## src/rtl/tff_sched_pkg.sv

```systemverilog
// Shared command codes and FSM state type for the T flip-flop bank scheduler.
package tff_sched_pkg;

  typedef logic [1:0] cmd_t;

  localparam cmd_t CMD_NOP    = 2'b00;
  localparam cmd_t CMD_TOGGLE = 2'b01;
  localparam cmd_t CMD_CLEAR  = 2'b10;
  localparam cmd_t CMD_LOAD   = 2'b11;

  typedef enum logic [1:0] {
    ST_IDLE   = 2'd0,
    ST_ISSUE  = 2'd1,
    ST_SETTLE = 2'd2,
    ST_DONE   = 2'd3
  } state_t;

endpackage

```

## src/rtl/tff_bank_sched_if.sv

```systemverilog
// Two-requester command handshake into the bank scheduler.
interface tff_bank_sched_if
  import tff_sched_pkg::*;
#(
  parameter int unsigned WIDTH = 8
);

  logic             req0_valid;
  cmd_t             req0_cmd;
  logic [WIDTH-1:0] req0_data;
  logic             req0_ready;

  logic             req1_valid;
  cmd_t             req1_cmd;
  logic [WIDTH-1:0] req1_data;
  logic             req1_ready;

  modport master (
    output req0_valid, req0_cmd, req0_data,
    output req1_valid, req1_cmd, req1_data,
    input  req0_ready, req1_ready
  );

  modport slave (
    input  req0_valid, req0_cmd, req0_data,
    input  req1_valid, req1_cmd, req1_data,
    output req0_ready, req1_ready
  );

endinterface

```

## src/rtl/tff_bit.sv

```systemverilog
// Single T flip-flop with synchronous reset; toggles when both en and t are high.
module tff_bit (
  input  logic clk,
  input  logic reset,
  input  logic t,
  input  logic en,
  output logic q
);

  logic r_q;

  always_ff @(posedge clk) begin
    if (reset) begin
      r_q <= 1'b0;
    end else if (en && t) begin
      r_q <= ~r_q;
    end
  end

  assign q = r_q;

endmodule

```

## src/rtl/tff_bank_sched.sv

```systemverilog
// Round-robin sequencer driving a bank of T flip-flops; every command becomes a toggle mask.
module tff_bank_sched
  import tff_sched_pkg::*;
#(
  parameter int unsigned WIDTH         = 8,
  parameter int unsigned SETTLE_CYCLES = 1
) (
  input  logic             clk,
  input  logic             reset,
  tff_bank_sched_if.slave  bus,
  output logic [WIDTH-1:0] q,
  output logic             busy,
  output logic             done,
  output logic             done_id,
  output logic [15:0]      op_count
);

  localparam int unsigned CNT_W       = (SETTLE_CYCLES > 1) ? $clog2(SETTLE_CYCLES) : 1;
  localparam int unsigned SETTLE_LAST = (SETTLE_CYCLES > 0) ? SETTLE_CYCLES - 1 : 0;

  state_t           r_state;
  state_t           w_state_nxt;
  logic             r_prio;        // 0: req0 holds priority, 1: req1 holds priority
  cmd_t             r_cmd;
  logic [WIDTH-1:0] r_data;
  logic             r_id;
  logic [CNT_W-1:0] r_settle_cnt;
  logic [15:0]      r_op_count;

  logic             w_grant0;
  logic             w_grant1;
  logic             w_accept;
  logic             w_en;
  logic [WIDTH-1:0] w_mask;
  logic [WIDTH-1:0] w_q;

  always_comb begin
    w_grant0       = bus.req0_valid & (~bus.req1_valid | ~r_prio);
    w_grant1       = bus.req1_valid & (~bus.req0_valid |  r_prio);
    bus.req0_ready = (r_state == ST_IDLE) & w_grant0;
    bus.req1_ready = (r_state == ST_IDLE) & w_grant1;
    w_accept       = (r_state == ST_IDLE) & (w_grant0 | w_grant1);
  end

  always_comb begin
    w_state_nxt = r_state;
    case (r_state)
      ST_IDLE:   if (w_accept) w_state_nxt = ST_ISSUE;
      ST_ISSUE:  w_state_nxt = (SETTLE_CYCLES == 0) ? ST_DONE : ST_SETTLE;
      ST_SETTLE: if (r_settle_cnt == CNT_W'(SETTLE_LAST)) w_state_nxt = ST_DONE;
      ST_DONE:   w_state_nxt = ST_IDLE;
      default:   w_state_nxt = ST_IDLE;
    endcase
  end

  always_ff @(posedge clk) begin
    if (reset) begin
      r_state      <= ST_IDLE;
      r_prio       <= 1'b0;
      r_cmd        <= CMD_NOP;
      r_data       <= '0;
      r_id         <= 1'b0;
      r_settle_cnt <= '0;
      r_op_count   <= '0;
    end else begin
      r_state <= w_state_nxt;
      if (w_accept) begin
        r_cmd  <= w_grant0 ? bus.req0_cmd  : bus.req1_cmd;
        r_data <= w_grant0 ? bus.req0_data : bus.req1_data;
        r_id   <= w_grant1;
        r_prio <= w_grant0;
      end
      if (r_state == ST_SETTLE) begin
        r_settle_cnt <= r_settle_cnt + CNT_W'(1);
      end else begin
        r_settle_cnt <= '0;
      end
      if ((r_state == ST_DONE) && (r_cmd != CMD_NOP)) begin
        r_op_count <= r_op_count + 16'd1;
      end
    end
  end

  // CLEAR and LOAD are expressed relative to the live bank value so the bank only toggles.
  always_comb begin
    w_mask = '0;
    case (r_cmd)
      CMD_NOP:    w_mask = '0;
      CMD_TOGGLE: w_mask = r_data;
      CMD_CLEAR:  w_mask = w_q;
      CMD_LOAD:   w_mask = w_q ^ r_data;
      default:    w_mask = '0;
    endcase
  end

  assign w_en = (r_state == ST_ISSUE);

  for (genvar gi = 0; gi < WIDTH; gi++) begin : g_bank
    tff_bit u_bit (
      .clk   (clk),
      .reset (reset),
      .t     (w_mask[gi]),
      .en    (w_en),
      .q     (w_q[gi])
    );
  end

  assign q        = w_q;
  assign busy     = (r_state != ST_IDLE);
  assign done     = (r_state == ST_DONE);
  assign done_id  = (r_state == ST_DONE) & r_id;
  assign op_count = r_op_count;

endmodule

```

## src/flat_wrapper.sv

```systemverilog
// flat-port wrapper written by rule: the top's interface ports become plain ports
module tff_bank_sched_flat import tff_sched_pkg::*;
#(
  parameter int unsigned WIDTH         = 8,
  parameter int unsigned SETTLE_CYCLES = 1
)
  (clk, reset, q, busy, done, done_id, op_count, bus_req0_valid, bus_req0_cmd, bus_req0_data, bus_req1_valid, bus_req1_cmd, bus_req1_data, bus_req0_ready, bus_req1_ready);
  tff_bank_sched_if #(.WIDTH(WIDTH)) bus_i ();
  input  logic clk;
  input  logic reset;
  output logic [WIDTH-1:0] q;
  output logic busy;
  output logic done;
  output logic done_id;
  output logic [15:0] op_count;
  input wire logic [$bits(bus_i.req0_valid)-1:0] bus_req0_valid;
  input wire logic [$bits(bus_i.req0_cmd)-1:0] bus_req0_cmd;
  input wire logic [$bits(bus_i.req0_data)-1:0] bus_req0_data;
  input wire logic [$bits(bus_i.req1_valid)-1:0] bus_req1_valid;
  input wire logic [$bits(bus_i.req1_cmd)-1:0] bus_req1_cmd;
  input wire logic [$bits(bus_i.req1_data)-1:0] bus_req1_data;
  output wire logic [$bits(bus_i.req0_ready)-1:0] bus_req0_ready;
  output wire logic [$bits(bus_i.req1_ready)-1:0] bus_req1_ready;
  assign bus_i.req0_valid = bus_req0_valid;
  assign bus_i.req0_cmd = bus_req0_cmd;
  assign bus_i.req0_data = bus_req0_data;
  assign bus_i.req1_valid = bus_req1_valid;
  assign bus_i.req1_cmd = bus_req1_cmd;
  assign bus_i.req1_data = bus_req1_data;
  assign bus_req0_ready = bus_i.req0_ready;
  assign bus_req1_ready = bus_i.req1_ready;
  tff_bank_sched #(.WIDTH(WIDTH), .SETTLE_CYCLES(SETTLE_CYCLES)) u_core (.clk(clk), .reset(reset), .bus(bus_i), .q(q), .busy(busy), .done(done), .done_id(done_id), .op_count(op_count));
endmodule
```

## config.mk

```make
export PLATFORM = sky130hd
export DESIGN_NAME = tff_bank_sched_flat
export DESIGN_NICKNAME = d
export VERILOG_FILES = /design/src/rtl/tff_sched_pkg.sv /design/src/rtl/tff_bank_sched_if.sv /design/src/rtl/tff_bit.sv /design/src/rtl/tff_bank_sched.sv /design/src/flat_wrapper.sv
export SDC_FILE = /design/constraint.sdc
export NUM_CORES = 1
export LEC_CHECK = 0
export ABC_AREA = 1
export CELL_PAD_IN_SITES_DETAIL_PLACEMENT = 0
export CELL_PAD_IN_SITES_GLOBAL_PLACEMENT = 1
export CORE_ASPECT_RATIO = 0.8
export CORE_MARGIN = 2
export CORE_UTILIZATION = 35
export CTS_BUF_LIST = sky130_fd_sc_hd__clkbuf_4
export DETAILED_ROUTE_END_ITERATION = 10
export GPL_TIMING_DRIVEN = 0
export PLACE_DENSITY = 0.87
export SLEW_MARGIN = 25
export SYNTH_ARGS = -nofsm -noshare
export SYNTH_HDL_FRONTEND = slang
export SYNTH_SLANG_ARGS = --single-unit
```

## constraint.sdc

```tcl
create_clock -name clk -period 1.46 [get_ports clk]
set_input_delay 0.292 -clock clk [delete_from_list [all_inputs] [get_ports clk]]
set_output_delay 0.292 -clock clk [all_outputs]
set_load 0.01 [all_outputs]
```

### After elaboration in Yosys (flattened, before gate mapping)

Index checks and enable logic that the tools add are counted.

* eq/ne operators: 8
* muxes and demuxes: 6
* $add $sub $neg: 2
* shift-type cells: 0
* multipliers: 0
* magnitude comparators: 0
* reductions and logical operators: 15
* bitwise operators: 22
* divide/modulo/power cells: 0

Operators with widths (number)
* $pmux W8 S4: 1
* $add A16 B1 Y16 const B: 1
* $not A1 Y1: 12
* $logic_and A1 B1 Y1: 9
* $eq A2 B2 Y1 const B: 4
* $mux W8: 1
* $pmux W2 S4: 1
* $xor A8 B8 Y8: 1
* $and A1 B1 Y1: 6
* $mux W2: 3
* $eq A2 B1 Y1 const B: 2
* $logic_not A2 Y1: 2
* $reduce_bool A2 Y1: 2
* $or A1 B1 Y1: 3
* $ne A2 B1 Y1 const B: 1
* $ne A2 B2 Y1 const B: 1
* $reduce_and A2 Y1: 1
* $reduce_or A2 Y1: 1
* $add A1 B1 Y1 const B: 1

* bits in latches: 0
* logic and storage cells: 68
* flip-flop bits (word level): 39
* input port bits: 24
* output and inout port bits: 29
* memories: 0
* RAM bits: 0
* ROM bits: 0

### Depth between registers and ports, before layout

Gate-level depths: netlist of the first run.

* depth in word-level cells: 7
* mapped depth: 9
* gate-level depth less buffers: 8

### By module

From an unflattened synthesis of the first run, not the netlist that was laid out.

* cell total of the unflattened synthesis: 292
* area total of the unflattened synthesis: 2075.7 µm²

Modules (own cells, without submodules)
* tff_bank_sched: times used 1, cells an instance 244, area an instance 1745.4 µm², seq. area each 620.6 µm²
* tff_bit: times used 8, cells an instance 6, area an instance 41.3 µm², seq. area each 20.0 µm²

### Worst setup path before layout of the first run

Ideal clock, no wire load.

* path type: register to register
* start: reg u_core.r_state[0]
* end: reg u_core.r_cmd[0]
* library setup time: 0.113 ns
* stages on the path, launching flop included: 9
* setup slack: 0.018 ns
* required time: 1.347 ns
* path buffers: 1
* clock period less this slack: 1.442 ns
* arrival: 1.329 ns
* cell sequence: dfxtp_1 inv_1 ha_1 inv_1 nor2_1 nor2_1 buf_4 o21ai_1 nor2_1

* longest elaborated chain between the ends: 2

Ends and longest elaborated chain
* from (decl): RTL line tff_bank_sched.sv:21 `state_t r_state;`
* from (signal assigned): RTL line tff_bank_sched.sv:66 `r_state <= w_state_nxt;`
* $logic_not A2 Y1: RTL line tff_bank_sched.sv:42 `w_accept = (r_state == ST_IDLE) & (w_grant0 | w_grant1);`
* $and A1 B1 Y1: RTL line tff_bank_sched.sv:42
* to (signal assigned): RTL line tff_bank_sched.sv:68 `r_cmd <= w_grant0 ? bus.req0_cmd : bus.req1_cmd;`
* to (decl): RTL line tff_bank_sched.sv:24 `cmd_t r_cmd;`

Every way passes these cells.
A chain may end at the register's enable or synchronous reset.

### Final worst setup path of the first run

* start: reg u_core.r_state[0]
* end: out bus_req0_ready

* longest elaborated chain between the ends: 2

Ends and longest elaborated chain
* $logic_not A2 Y1: RTL line tff_bank_sched.sv:40 `bus.req0_ready = (r_state == ST_IDLE) & w_grant0;`
* $and A1 B1 Y1: RTL line tff_bank_sched.sv:40
* to (decl): RTL line flat_wrapper.sv:22 `output wire logic [$bits(bus_i.req0_ready)-1:0] bus_req0_ready;`

Every way passes these cells.

==> flow_metrics.py, run 1 <==
metrics = {
    "outcome": {
        "status": "complete, but fails checks",
        "violations": "setup timing",
    },
    "logic_synthesis": {
        "synth-xor-area-share_pct": 0.422,
        "syn_area_um2": 2070,
        "synth-compound-area-share_pct": 10.9,
        "synth_cell_types": 27,
        "syn-mean-instance-area_um2": 6.89,
        "synth_top_family_by_area": "simple AND/OR/NAND/NOR gates",
        "synth_fa_ha_area_share_pct": 3.62,
        "yosys_warnings": 0,
        "synth-seq-cells": 39,
        "syn_nets": 331,
        "yosys-mux-area-fraction_pct": 0,
        "synth-seq-area-share_pct": 37.7,
        "synthSimpleGateAreaFrac_pct": 36.5,
        "synthCells": 301,
    },
    "worst_setup_path": {
        "cp.required_ns": 1.17,
        "end_kind": "output port",
        "r2r-start": "u_core.r_state[0]",
        "reg2reg_slack_ns": 0.03,
        "crit_type": "reg2out",
        "r2r-end": "u_core.r_cmd[1]",
        "cp.arrival_ns": 1.23,
        "reg2reg_depth": 9,
        "crit_fanout": 3,
        "critPathLaunchType": "flip-flop",
    },
    "min_path": {
        "whs_path_depth": 1,
        "worstHoldPathType": "reg2reg",
        "min_from": "u_core.r_settle_cnt",
        "holdPathEnd": "u_core.r_settle_cnt",
    },
    "placed_design": {
        "numPortBuffers": 52,
        "gp_congestion": 0.762,
        "dp_hpwl_um": 3410,
        "pre_cts_ws_ns": -0.476,
    },
    "floorplanning": {
        "die_h_um": 72.8,
        "ioPinCount": 53,
        "start_util_pct": 35.6,
        "row_count": 25,
        "core_um2": 5820,
        "die_w_um": 90.1,
        "dieArea_um2": 6560,
    },
    "clocking": {
        "cts_buffers": 5,
        "clock_latency_ns": 0.35,
        "clock_path_buffers": 2,
        "clock_sinks": 39,
        "ctsHtreeMaxLevel": 2,
        "cts_tree": "yes",
        "cts_hold_buf": 0,
        "clockRootBuffer": "clkbuf_4",
        "clkTransAtPathRegs_ns": 0.10,
    },
    "global_route": {
        "grt_use_met1_pct": 19.5,
        "grt_pass1_vias": 1902,
        "grt_start_max_net_pins": 17,
        "use_met3_pct": 3.62,
        "grt_use_met2_pct": 25.6,
        "antenna_found_initial": 0,
        "grt_util_all_layers_pct": 15.1,
        "grt_pass1_wl_um": 8200,
        "busiest_layer": "met2",
        "gr-total-overflow": 0,
    },
    "timing": {
        "maxSlewViolCount": 0,
        "layout_min_cycle_time_ns": 1.52,
        "tightest_slew_ns": 0.366,
        "final_hold_viol_count": 0,
        "finClkSkew_ns": 0.0126,
        "layout_setup_ws_ns": -0.0600,
        "finalSetupViolations": 2,
        "finalCritPeriodShare_pct": 104,
        "fmax_mhz": 658,
        "maxSlewHeadroom_pct": 75.6,
        "rsz0062_at_grt": "true",
        "setup_tns_ns": -0.101,
    },
    "detailed_routing": {
        "initialDrtViolationCount": 105,
        "wl_per_cell_um": 10.4,
        "drc": 0,
        "dr.pass1.iters": 4,
        "vias": 1995,
        "avgViaCountPerCell": 4.46,
        "routed_wirelength_um": 4630,
        "ant_nets": 0,
    },
    "finish": {
        "area_growth_pct": 39.0,
        "mostFrequentLayoutCell": "nand2_1",
        "drive_gt1_share_pct": 22.1,
        "diodes": 0,
        "final_cell_mix": "62 x nand2_1, 50 x nor2_1, 25 x dlygate4sd2_1",
        "nets": 395,
    },
    "power": {
        "clock_power_share_pct": 17.2,
        "p_int_mw": 2.00,
        "p_seq_share_pct": 43.4,
        "worst_ir_drop_vdd_mv": 0.752,
        "p_per_area_nw_per_um2": 1100,
        "switching_share_pct": 36.8,
        "switching_power_mw": 1.16,
        "combPwrFrac_pct": 39.3,
        "p_leak_nw": 1.33,
    },
    "run": {
        "max_cap_violations": 0,
    },
}
[cell families (layout without fill, tap and decap cells)]
kind of cell	Yosys count	in the layout
AND/OR/NAND/NOR	165	165
buffers and inverters	48	113
AO/OA/AOI/OAI	42	42
flip-flops	39	39
adder cells (fa/ha/maj)	6	6
XOR/XNOR	1	1
[registers in the layout (all words and copies together) (netlist names)]
signal,count
u_core.op_count,16
u_core.r_state,2
u_core.r_prio,1
u_core.r_data,8
u_core.g_bank.u_bit.q,8
u_core.r_cmd,2
u_core.r_id,1
u_core.r_settle_cnt,1
[worst max-delay path, cell delays in order, from the launching register on]
cell and delay (ns):
dfxtp_4 0.38, inv_4 0.07, ha_4 0.16, inv_4 0.05, nor2_4 0.12, buf_6 0.12
[layout make-up]
type | count | area [um2]
clock buffers | 6 | 45.0
clock inverters | 2 | 7.51
flip-flops and latches | 39 | 808
well taps | 81 | 101
inverters | 30 | 128
repair buffers | 58 | 532
plain buffers | 17 | 118
multi-input cells | 214 | 1140
fillers | 594 | 2940
[cells in the mapped netlist]
cell type  instances  share of area, %
buf_4              9               3.3
o21bai_1           2              0.72
inv_1             26               4.7
nand4_1            1              0.30
o21ai_1           12               2.9
buf_6              1              0.54
nor2_2             3              0.91
a21oi_2            1              0.42
xor2_1             1              0.42
inv_2              4              0.72
clkbuf_1           3              0.54
a31oi_1            1              0.30
nand2_1           65                12
nor2_1            54               9.8
nand3_1           25               6.0
buf_1              1              0.18
o21ai_0           13               3.1
ha_1               6               3.6
nor2_8             2               1.9
o21ai_2            1              0.42
nor3_1            10               2.4
dfxtp_1           39                38
a21oi_1           11               2.7
nor2_4             3               1.6
buf_2              4              0.97
o21a_1             1              0.36
nand3_4            2               1.7
[power groups by stage]
stage          clock, mW  sequential (mW)  combinational [mW]
3_3_place_gp           0             1.35               0.999
4_1_cts            0.570             1.37                1.09
6_report           0.545             1.37                1.24
5_1_grt            0.602             1.40                1.40
2_1_floorplan          0             1.34               0.692
3_5_place_dp           0             1.36                1.02
[repair_timing]
item,CTS,global route
setup buffers,4,2
setup endpoints to repair,47,35
pin swaps,3,3
gates resized for setup,77,28
[routing by layer]
metal,vias to the layer above,wire length [um]
met4,0,18
met5,-,0
met2,31,2140
li1,1081,-
met1,881,2290
met3,2,186
[stage by stage]
step	instance area [um2]	util (%)	instances	power (mW)	hold slack (ns)
5_1_grt	2880	49.5	447	3.40	0.440
2_1_floorplan	2070	-	301	2.03	0.361
3_3_place_gp	2700	46.3	434	2.35	0.409
3_5_place_dp	2700	46.3	434	2.37	0.413
4_1_cts	2800	48.1	445	3.03	0.417
6_report	2880	49.5	447	3.16	0.424
[worst max-delay path by stage]
stage                       from              end  depth (start not counted)
2_1_floorplan  u_core.r_state[0]  u_core.r_cmd[0]                          8
3_3_place_gp      bus_req1_valid   bus_req0_ready                          5
3_5_place_dp      bus_req1_valid   bus_req0_ready                          5
4_1_cts        u_core.r_state[0]   bus_req1_ready                          5
5_1_grt        u_core.r_state[1]   bus_req0_ready                          5
6_report       u_core.r_state[0]   bus_req0_ready                          5
Power figures use the tool's default switching activity.
==> run 2: changes to the inputs <==
--- a/config.mk
+++ b/config.mk
@@ -10,11 +10,11 @@
 export CELL_PAD_IN_SITES_GLOBAL_PLACEMENT = 1
 export CORE_ASPECT_RATIO = 0.8
 export CORE_MARGIN = 2
-export CORE_UTILIZATION = 35
-export CTS_BUF_LIST = sky130_fd_sc_hd__clkbuf_4
+export CORE_UTILIZATION = 34
 export DETAILED_ROUTE_END_ITERATION = 10
 export GPL_TIMING_DRIVEN = 0
-export PLACE_DENSITY = 0.87
+export MAX_ROUTING_LAYER = met4
+export PLACE_DENSITY = 0.85
 export SLEW_MARGIN = 25
 export SYNTH_ARGS = -nofsm -noshare
 export SYNTH_HDL_FRONTEND = slang
==> flow_metrics.py, run 2 (synthesis results as in run 1) <==
metrics = {
    "run": {
        "max_cap_violations": 0,
    },
    "power": {
        "p_leak_nw": 1.35,
        "p_seq_share_pct": 39.6,
        "switching_share_pct": 36.3,
        "combPwrFrac_pct": 39.1,
        "clock_power_share_pct": 21.4,
        "p_int_mw": 2.18,
        "switching_power_mw": 1.24,
        "p_total_mw": 3.43,
        "worst_ir_drop_vdd_mv": 0.921,
        "p_per_area_nw_per_um2": 1160,
    },
    "finish": {
        "postLayoutCellArea_um2": 2950,
        "drive_gt1_share_pct": 22.5,
        "layout.core_utilization_pct": 49.9,
        "mostFrequentLayoutCell": "nand2_1",
        "diodes": 0,
        "final_cell_mix": "63 x nand2_1, 51 x nor2_1, 26 x dlygate4sd2_1, 26 x dfxtp_1, 24 x nand3_1",
        "stdcell_count": 450,
        "largest_reg_flops": 16,
        "nets": 398,
        "area_growth_pct": 42.2,
    },
    "clocking": {
        "clock_sinks": 39,
        "cts_hold_buf": 0,
        "clock_latency_ns": 0.30,
        "ctsHtreeMaxLevel": 2,
        "clockRootBuffer": "clkbuf_8",
        "cts_tree": "yes",
        "cts_buffers": 5,
        "clkTransAtPathRegs_ns": 0.07,
        "clock_path_buffers": 2,
    },
    "placed_design": {
        "dpl_cell_area_um2": 2700,
        "gp_congestion": 0.757,
        "numPortBuffers": 52,
        "dp_hpwl_um": 3470,
        "dp_cells": 434,
    },
    "outcome": {
        "violations": "setup timing",
        "status": "complete, but fails checks",
    },
    "worst_setup_path": {
        "cp-endpoint": "bus_req1_ready",
        "worstSetupStartpoint": "u_core.r_state[0]",
        "end_kind": "output port",
        "crit_type": "reg2out",
        "critPathLaunchType": "flip-flop",
        "crit_fanout": 3,
        "r2r-start": "u_core.r_state[0]",
        "cp.required_ns": 1.17,
        "cp.arrival_ns": 1.17,
        "reg2reg_slack_ns": 0.07,
        "r2r-end": "u_core.op_count[10]",
        "reg2reg_depth": 9,
    },
    "min_path": {
        "min_from": "u_core.r_settle_cnt",
        "worstHoldPathType": "reg2reg",
    },
    "timing": {
        "finClkSkew_ns": 0.0103,
        "rsz0062_at_grt": "true",
        "maxSlewViolCount": 0,
        "tightest_slew_ns": 0.415,
        "final_hold_viol_count": 0,
        "layout_setup_ws_ns": -0.00545,
        "fmax_mhz": 682,
        "setup_tns_ns": -0.00545,
        "finalCritPeriodShare_pct": 100,
        "maxSlewHeadroom_pct": 72.3,
        "finalSetupViolations": 1,
        "layout_min_cycle_time_ns": 1.47,
    },
    "floorplanning": {
        "row_count": 25,
        "start_util_pct": 35.1,
        "dieArea_um2": 6740,
        "die_h_um": 73.8,
        "die_w_um": 91.3,
        "ioPinCount": 53,
        "core_um2": 5910,
    },
    "detailed_routing": {
        "wl_per_cell_um": 10.7,
        "vias": 2047,
        "initialDrtViolationCount": 86,
        "routed_wirelength_um": 4830,
        "dr.pass1.iters": 4,
        "ant_nets": 0,
        "avgViaCountPerCell": 4.55,
        "drc": 0,
    },
    "global_route": {
        "use_met3_pct": 3.08,
        "grt_use_met1_pct": 17.8,
        "grt_util_all_layers_pct": 14.7,
        "grt_start_max_net_pins": 13,
        "gr-total-overflow": 0,
        "antenna_found_initial": 0,
        "busiest_layer": "met2",
        "grt_use_met2_pct": 23.6,
        "grt_pass1_vias": 1776,
        "grt_pass1_wl_um": 7660,
    },
}
==> run 2: per-stage QoR <==
step / hold WS (ns) / worst slack [ns]
floorplan: 0.361 / 0.0181
global placement: 0.406 / -0.489
detailed placement: 0.430 / -0.478
CTS: 0.439 / -0.000374
global route: 0.449 / -0.0552
finish: 0.429 / -0.00545
==> run 2: area by class of cell <==
type | count | area, um2
fillers | 596 | 2960
multi-input cells | 214 | 1160
flip-flops and latches | 39 | 800
repair buffers | 61 | 563
plain buffers | 17 | 118
inverters | 30 | 118
well taps | 81 | 101
clock buffers | 6 | 72.6
clock inverters | 2 | 12.5
==> run 2: worst min-delay path by stage <==
| stage | end | cells after the start |
|---|---|---|
| 5_1_grt | u_core.r_settle_cnt | 1 |
| 3_3_place_gp | u_core.r_settle_cnt | 1 |
| 3_5_place_dp | u_core.r_settle_cnt | 1 |
| 4_1_cts | u_core.r_settle_cnt | 1 |
| 2_1_floorplan | u_core.r_prio | 1 |
| 6_report | u_core.r_settle_cnt | 1 |
==> run 2: timing repair <==
item                       in CTS  in global routing
resized for setup              76                 22
pin swaps                       4                  7
setup buffers                   4                  4
cloned                          0                  1
setup endpoints to repair      47                 26
==> run 2: per-layer routing <==
| layer | part of all wire (%) | up-vias | routed length, um |
|---|---|---|---|
| met5 | 0 | - | 0 |
| li1 | - | 1080 | - |
| met2 | 45 | 33 | 2170 |
| met3 | 3.2 | 8 | 155 |
| met4 | 1.9 | 0 | 91 |
| met1 | 50 | 926 | 2410 |
==> run 2: critical path: stages, from the launching register on <==
cell     delay, ns
dfxtp_4       0.36
inv_4         0.06
ha_4          0.15
nand2_4       0.06
nor2_4        0.14
buf_6         0.11
==> run 2: power by group through the flow <==
stage	clock [mW]	sequential, mW	combinational [mW]
2_1_floorplan	0	1.34	0.692
3_3_place_gp	0	1.35	1.00
3_5_place_dp	0	1.36	1.01
4_1_cts	0.762	1.35	1.16
5_1_grt	0.796	1.38	1.46
6_report	0.733	1.36	1.34
==> run 3: changes to the inputs <==
--- a/config.mk
+++ b/config.mk
@@ -10,8 +10,10 @@
 export CELL_PAD_IN_SITES_GLOBAL_PLACEMENT = 1
 export CORE_ASPECT_RATIO = 0.8
 export CORE_MARGIN = 2
-export CORE_UTILIZATION = 34
+export CORE_UTILIZATION = 44
+export CTS_BUF_LIST = sky130_fd_sc_hd__clkbuf_16
 export DETAILED_ROUTE_END_ITERATION = 10
+export DONT_BUFFER_PORTS = 1
 export GPL_TIMING_DRIVEN = 0
 export MAX_ROUTING_LAYER = met4
 export PLACE_DENSITY = 0.85
==> flow_metrics.py, run 3 (synthesis results as in run 1) <==
metrics = {
    "outcome": {
        "status": "complete, no violations",
    },
    "clocking": {
        "clock_sinks": 39,
        "clockRootBuffer": "clkbuf_16",
        "cts_buffers": 5,
        "postCtsSetupRepairBufs": 0,
        "clkTransAtPathRegs_ns": 0.06,
        "ctsHtreeMaxLevel": 2,
        "cts_hold_buf": 0,
        "cts_tree": "yes",
        "clock_path_buffers": 2,
        "clock_latency_ns": 0.28,
    },
    "floorplanning": {
        "ioPinCount": 53,
        "die_w_um": 80.7,
        "row_count": 22,
        "dieArea_um2": 5280,
        "core_um2": 4570,
        "start_util_pct": 45.4,
        "die_h_um": 65.4,
    },
    "detailed_routing": {
        "vias": 1859,
        "wl_per_cell_um": 12.2,
        "initialDrtViolationCount": 85,
        "dr.pass1.iters": 4,
        "drc": 0,
        "avgViaCountPerCell": 5.04,
        "ant_nets": 0,
        "routed_wirelength_um": 4510,
    },
    "worst_setup_path": {
        "critPathLaunchType": "flip-flop",
        "critPathBufInv": 1,
        "cp_cell_sequence": "inv_2, ha_4, nand2_2, nor2_4",
        "timing.critical_path.max_delay_family": "flip-flops",
        "cp.required_ns": 1.17,
        "max_stage_delay_ns": 0.36,
        "crit_type": "reg2out",
        "cp_slowest_cell": "dfxtp_4",
        "reg2reg_depth": 8,
        "cp.arrival_ns": 1.15,
        "end_kind": "output port",
        "crit_fanout": 4,
        "r2r-end": "u_core.g_bank[7].u_bit.q",
        "r2r-start": "u_core.r_state[1]",
        "reg2reg_slack_ns": 0.07,
    },
    "min_path": {
        "whs_path_depth": 1,
        "holdPathEnd": "u_core.op_count[2]",
        "min_from": "reset",
        "worstHoldPathType": "in2reg",
    },
    "global_route": {
        "grt_pass1_vias": 1634,
        "gr-total-overflow": 0,
        "grt_util_all_layers_pct": 18.6,
        "antenna_found_initial": 0,
        "grt_pass1_wl_um": 7300,
        "grt_start_max_net_pins": 13,
    },
    "finish": {
        "area_growth_pct": 17.6,
        "mostFrequentLayoutCell": "nand2_1",
        "diodes": 0,
        "nets": 338,
        "final_cell_mix": "63 x nand2_1, 51 x nor2_1, 33 x dfxtp_1",
        "drive_gt1_share_pct": 19.1,
        "largest_reg_flops": 16,
        "postLayoutCellArea_um2": 2440,
    },
    "power": {
        "clock_power_share_pct": 34.1,
        "p_per_area_nw_per_um2": 1480,
        "worst_ir_drop_vdd_mv": 0.734,
        "p_leak_nw": 1.02,
        "switching_power_mw": 1.19,
        "combPwrFrac_pct": 27.6,
        "p_seq_share_pct": 38.3,
        "p_int_mw": 2.41,
        "switching_share_pct": 33.0,
    },
    "timing": {
        "finalSetupViolations": 0,
        "final_hold_viol_count": 0,
        "layout_setup_ws_ns": 0.0185,
        "finClkSkew_ns": 0.00497,
        "setup_tns_ns": 0,
        "maxSlewHeadroom_pct": 59.0,
        "rsz0062_at_grt": "true",
        "fin_hold_ws_ns": 0.0703,
        "finalCritPeriodShare_pct": 98.7,
        "layout_min_cycle_time_ns": 1.44,
        "maxSlewViolCount": 0,
        "fmax_mhz": 694,
        "tightest_slew_ns": 0.614,
    },
    "run": {
        "max_cap_violations": 0,
    },
    "placed_design": {
        "numPortBuffers": 0,
        "gp_congestion": 0.823,
        "pre_cts_ws_ns": -0.173,
        "dp_hpwl_um": 3210,
        "dpl_cell_area_um2": 2150,
    },
}
-- run 3: worst max path at each step --
stage,startpoint,to,slack [ns],depth (start not counted)
floorplan,u_core.r_state[0],u_core.r_cmd[0],0.02,8
CTS,u_core.r_state[0],u_core.op_count[14],-0.001,8
global placement,u_core.r_state[0],u_core.r_data[3],-0.15,8
finish,u_core.r_state[1],bus_req1_ready,0.02,4
global route,u_core.r_state[0],bus_req1_ready,-0.03,4
detailed placement,u_core.r_state[0],u_core.r_data[3],-0.17,8
-- run 3: metrics by stage --
| stage | util, % | instances | power [mW] |
|---|---|---|---|
| after floorplan | - | 301 | 2.03 |
| after global placement | 47.0 | 361 | 2.19 |
| after detailed placement | 47.0 | 361 | 2.20 |
| after CTS | 51.2 | 369 | 3.48 |
| after global routing | 53.4 | 369 | 3.84 |
| final | 53.4 | 369 | 3.60 |
-- run 3: power by group through the flow --
| stage | Sequential, mW | Clock [mW] | Combinational, mW |
|---|---|---|---|
| floorplan | 1.34 | 0 | 0.692 |
| detailed placement | 1.37 | 0 | 0.837 |
| global placement | 1.36 | 0 | 0.824 |
| CTS | 1.35 | 1.24 | 0.883 |
| global route | 1.40 | 1.31 | 1.13 |
| finish | 1.38 | 1.23 | 0.995 |
-- run 3: cell type report --
| type | count | area (um2) |
|---|---|---|
| buffer | 18 | 130 |
| clock inverter | 3 | 38.8 |
| clock buffer | 5 | 125 |
| multi-input combinational | 214 | 1160 |
| inverter | 30 | 113 |
| fill | 468 | 2130 |
| tap | 60 | 75.1 |
| sequential | 39 | 796 |
-- run 3: routing by layer --
metal  vias up  GRT usage (%)  part of all wire (%)
li1        969              -                     -
met5         -              -                     0
met2        52           26.7                    43
met3         4           7.42                   7.6
met1       834           24.0                    48
met4         0           5.72                  0.82
-- run 3: what timing repair did --
item                                    in CTS  in global routing
pin swaps                                    1                  6
endpoints found under the setup margin      26                 31
cloned                                       0                  0
gates resized for setup                     13                 26
